### src/rtl/bus_arbiter_2h.sv
// Two-host round-robin arbiter in front of the bus hub host port.
// It grants whole transactions and has a watchdog that completes a stuck transfer with an error.
module bus_arbiter_2h #(
    parameter int unsigned TIMEOUT_CYCLES = 256,
    parameter logic [31:0] ERR_RDATA      = 32'hDEADBEEF
) (
    input  logic        clk,
    input  logic        rst_n,
    input  logic [31:0] h0_addr,
    input  logic [31:0] h0_wdata,
    input  logic [3:0]  h0_wmask,
    input  logic        h0_ren,
    input  logic        h0_wen,
    output logic [31:0] h0_rdata,
    output logic        h0_ready,
    input  logic [31:0] h1_addr,
    input  logic [31:0] h1_wdata,
    input  logic [3:0]  h1_wmask,
    input  logic        h1_ren,
    input  logic        h1_wen,
    output logic [31:0] h1_rdata,
    output logic        h1_ready,
    output logic [31:0] dev_addr,
    output logic [31:0] dev_wdata,
    output logic [3:0]  dev_wmask,
    output logic        dev_ren,
    output logic        dev_wen,
    input  logic [31:0] dev_rdata,
    input  logic        dev_ready,
    output logic [1:0]  grant,
    output logic        timeout_err
);

    localparam int CW = (TIMEOUT_CYCLES > 0) ? $clog2(TIMEOUT_CYCLES + 1) : 1;
    localparam logic [CW-1:0] LAST = CW'(TIMEOUT_CYCLES - 1);
    localparam bit WD_EN = (TIMEOUT_CYCLES != 0);

    typedef enum logic {IDLE, BUSY} state_t;

    state_t        state;
    logic [1:0]    grant_q;
    logic          ptr;        // host that wins a tie: 0 = host0, 1 = host1
    logic [CW-1:0] cnt;
    logic          timeout_q;

    logic req0, req1, expire, done;

    assign req0   = h0_ren | h0_wen;
    assign req1   = h1_ren | h1_wen;
    assign expire = WD_EN && (state == BUSY) && !dev_ready && (cnt == LAST);
    assign done   = (state == BUSY) && (dev_ready || expire);

    assign grant       = grant_q;
    assign timeout_err = timeout_q;

    // Device side and host responses are combinational from the registered grant,
    // so an asynchronous reset drops dev_ren/dev_wen without waiting for a clock edge.
    always_comb begin
        // NOTE: every output gets a default first so no path leaves it unassigned (no latch).
        dev_addr  = '0;
        dev_wdata = '0;
        dev_wmask = '0;
        dev_ren   = 1'b0;
        dev_wen   = 1'b0;
        h0_ready  = 1'b0;
        h0_rdata  = '0;
        h1_ready  = 1'b0;
        h1_rdata  = '0;
        if (grant_q[0]) begin
            dev_addr  = h0_addr;
            dev_wdata = h0_wdata;
            dev_wmask = h0_wmask;
            dev_ren   = h0_ren;
            dev_wen   = h0_wen;
            h0_ready  = done;
            if (done) h0_rdata = expire ? ERR_RDATA : dev_rdata;
        end else if (grant_q[1]) begin
            dev_addr  = h1_addr;
            dev_wdata = h1_wdata;
            dev_wmask = h1_wmask;
            dev_ren   = h1_ren;
            dev_wen   = h1_wen;
            h1_ready  = done;
            if (done) h1_rdata = expire ? ERR_RDATA : dev_rdata;
        end
    end

    // NOTE: state registers use non-blocking assignments so all of them update together at the edge.
    always_ff @(posedge clk or negedge rst_n) begin
        if (!rst_n) begin
            state     <= IDLE;
            grant_q   <= 2'b00;
            ptr       <= 1'b0;
            cnt       <= '0;
            timeout_q <= 1'b0;
        end else begin
            case (state)
                IDLE: begin
                    // dev_ready is ignored here: it may be the trailing done pulse of memory.
                    cnt <= '0;
                    if (req0 || req1) begin
                        state <= BUSY;
                        if (req0 && (!req1 || !ptr)) grant_q <= 2'b01;
                        else                         grant_q <= 2'b10;
                    end
                end
                BUSY: begin
                    if (done) begin
                        state   <= IDLE;
                        grant_q <= 2'b00;
                        ptr     <= grant_q[0];
                        cnt     <= '0;
                        if (expire) timeout_q <= 1'b1;
                    end else if (WD_EN) begin
                        cnt <= cnt + 1'b1;
                    end
                end
                default: begin
                    state   <= IDLE;
                    grant_q <= 2'b00;
                end
            endcase
        end
    end

endmodule

### config.mk
export PLATFORM = sky130hd
export DESIGN_NAME = bus_arbiter_2h
export DESIGN_NICKNAME = d
export VERILOG_FILES = /design/src/rtl/bus_arbiter_2h.sv
export SDC_FILE = /design/constraint.sdc
export NUM_CORES = 1
export LEC_CHECK = 0
export BUFFER_PORTS_ARGS = -buffer_cell sky130_fd_sc_hd__buf_2
export CORE_AREA = 2 2 122 124
export DETAILED_ROUTE_END_ITERATION = 12
export DIE_AREA = 0 0 124 126
export PLACE_DENSITY = 0.47
export SETUP_SLACK_MARGIN = 0.3
export SLEW_MARGIN = 10
export SYNTH_ARGS = -nofsm -noshare
export SYNTH_HDL_FRONTEND = slang
export SYNTH_SLANG_ARGS = --single-unit
### constraint.sdc
create_clock -name clk -period 3 [get_ports clk]
set_input_delay 0.45 -clock clk [delete_from_list [all_inputs] [get_ports clk]]
set_output_delay 0.45 -clock clk [all_outputs]
set_load 0.02 [all_outputs]
==> out/results.txt <==
status = complete, no violations
hold buffer count at cts = 0
DRT antenna net count = 0
WP buf/inv = 2
gpl congestion = 0.7605
post-synth top area share = 34.57%
All-Layer GR Usage = 12.64%
synthesized cell area = 0.001748 mm2
final setup TNS = 0 ps
RSZ-0062 raised after global routing = false
WL/cell = 15.49 um
Final WS setup = 370.1 ps
Skew-Pair Late Insertion Delay = 240 ps
die width = 124 um
core area = 0.01431 mm2
Syn Area/Cell = 6.621 um2
root cell of the clock tree = clkbuf_16
Setup violations, final = 0
CTS buffer count = 3
largest area contributor in the netlist = a22o_1
fin crit share = 87.66%
Max Cap Viol = 0
Mapped Cells = 264
achievable frequency = 0.3802 GHz
H-tree depth = 1
Distinct cells, synth = 30
worst-path cell chain = ha_2 > nand4_1 > nor2_1 > ha_2 > and3b_1 > buf_12 > nor2_1 > nor2_1 > buf_4
Worst Tran Pin Value = 589.8 ps
Synth-to-Final Area Change = 113.0%
pin count of the biggest net entering global routing = 61
Iteration-0 DRC Markers = 136
crit path launch = cnt[0]
Final min period = 2630 ps
Setup crit start kind = register
row count = 44
Hold WC Path Type = in2async
crit-path max cell delay = 380 ps
DR top layer = met4
Crit. path cell count = 9
top cells by area, synth = a22o_1, nor2_1, dfrtp_1
first-pass GRT wire length = 15.06 mm
met3 routed WL = 1.158 mm
hold slack final = 98.10 ps
Die H = 126 um
DRC errors left = 0
Reg2Reg Setup Slack = 800 ps
reg2reg start = cnt[0]
CP most frequent cell = nor2_1
Final Hold Viols = 0
FF-to-FF End = cnt[7]
TritonCTS clock tree = done
vias in the first global route = 2666
ys flop type = dfrtp_1
DPL Wire Length = 9.641 mm
CTS sink cnt = 14
Worst Path Arrival = 2180 ps
Pre-antenna DRT Iters = 4
Post-synth top cells = nor2_1, a22o_1, clkbuf_1, dfrtp_1, nand2_1
initial antenna violation count = 1
delay-heaviest family, CP = simple AND/OR/NAND/NOR gates
Max clock buf depth = 2
Vias/cell = 4.154
Total Wirelength = 11.59 mm
Port Buffer Count = 313
Slew headroom = 60.68%
crit-path max FO = 24
Worst EP required = 2550 ps
cell area power density = 742.4 mW/mm2
Yosys warning count = 0
Setup CP Type = reg2out
WL met1 = 4.514 mm
CP Capture Type = output pin
Post-synth EDFFs = 0
nets = 741
Mapped Nets = 441
Leak Pwr = 2.276 nW
fin. max-slew vios = 0
R2R cell count = 7
starting density of the core = 12.21%
Yosys reg bits = 14
Post-Place Cells = 739
most common cell in the netlist = nor2_1
Seq/Total Area, Yosys = 20.04%
top-level port count = 314
Max VDD drop = 0.2148 mV
Met2 Wirelength = 5.795 mm
Post-Route Skew = 5.004 ps
GRT overflow = 0
vias = 3107
asr flop ratio synth = 100.0%
Worst-path clk slew = 50 ps
share of layout cells above drive strength 1 = 58.97%
Final Non-Filler Cells = 748
pre-CTS setup slack = 535.3 ps
critical-path cell with the highest stage delay = dfrtp_1
die area = 0.01562 mm2
[placed cells by master (no fill, tap or decap), types with 2 or more instances in the layout]
master / count
xor2_1: 2
o21ai_0: 7
nor3_1: 2
a21oi_1: 2
o31ai_1: 2
or3_1: 2
a22o_1: 69
nand4_1: 2
inv_1: 5
nor2_1: 97
buf_12: 3
buf_4: 5
clkbuf_16: 6
nand2_1: 13
nand3_1: 4
dfrtp_1: 13
ha_2: 2
buf_2: 310
[sequential cells by signal, summed over array words and instances, names as in the netlist]
signal and flops:
grant 2, cnt 9, timeout_err 1, ptr 1
state 1
[power by group]
part | internal, W | switching [W] | leakage (nW)
combinational | 0.000839 | 0.00138 | 2.05
sequential | 0.000224 | 0.0000757 | 0.187
clock | 0.000179 | 0.0000702 | 0.0382
total | 0.00124 | 0.00152 | 2.28
[timing repair]
item	CTS	global route
buffers inserted	0	1
hold endpoints to repair	0	0
setup endpoints to repair	2	66
gates resized for setup	2	15
cloned	0	3
[area by class of cell]
cell class | instances | area (um2)
Sequential cell | 14 | 351.6
Inverter | 5 | 18.77
Multi-Input combinational cell | 218 | 1301
Tap cell | 184 | 230.2
Timing Repair Buffer | 322 | 1739
Clock buffer | 4 | 78.83
Fill cell | 1598 | 10590
Antenna cell | 1 | 2.502
[worst register-to-register path, cell delays in order, from the launching register on]
cell     delay [ps]
dfrtp_1         400
ha_2            210
nand4_1         130
nor2_1           70
ha_2            200
or3b_1          500
or4_1           550
nand2_1          80
[how the worst max path moves through the flow]
| stage | end |
|---|---|
| 2_1_floorplan | h0_rdata[10] |
| 5_1_grt | h0_rdata[1] |
| 6_report | h0_rdata[1] |
| 4_1_cts | h1_rdata[4] |
| 3_3_place_gp | h1_rdata[19] |
| 3_5_place_dp | h1_rdata[19] |
[per-layer routing]
metal  track usage, %  up-vias
li1                 -     1543
met1            15.68     1378
met2            22.92      180
met3            2.582        6
met4            1.520        0
met5                0        -
[logic make-up after synthesis]
kind of cell,count (synthesis),synth area share [%]
AO/OA/AOI/OAI,82,38.87
XOR/XNOR,3,1.503
adder cells (fa/ha/maj),2,1.431
buffers and inverters,32,7.230
flip-flops,14,20.04
AND/OR/NAND/NOR,131,30.92
[per-stage QoR]
step	power [W]	utilization (%)	instance area (um2)
floorplan	0.001690	-	1748
global placement	0.002505	24.42	3496
detailed placement	0.002489	24.42	3496
CTS	0.002745	25.02	3581
global route	0.002983	26.01	3722
finish	0.002763	26.01	3722
Note: power is estimated with default switching activity, not from simulation.
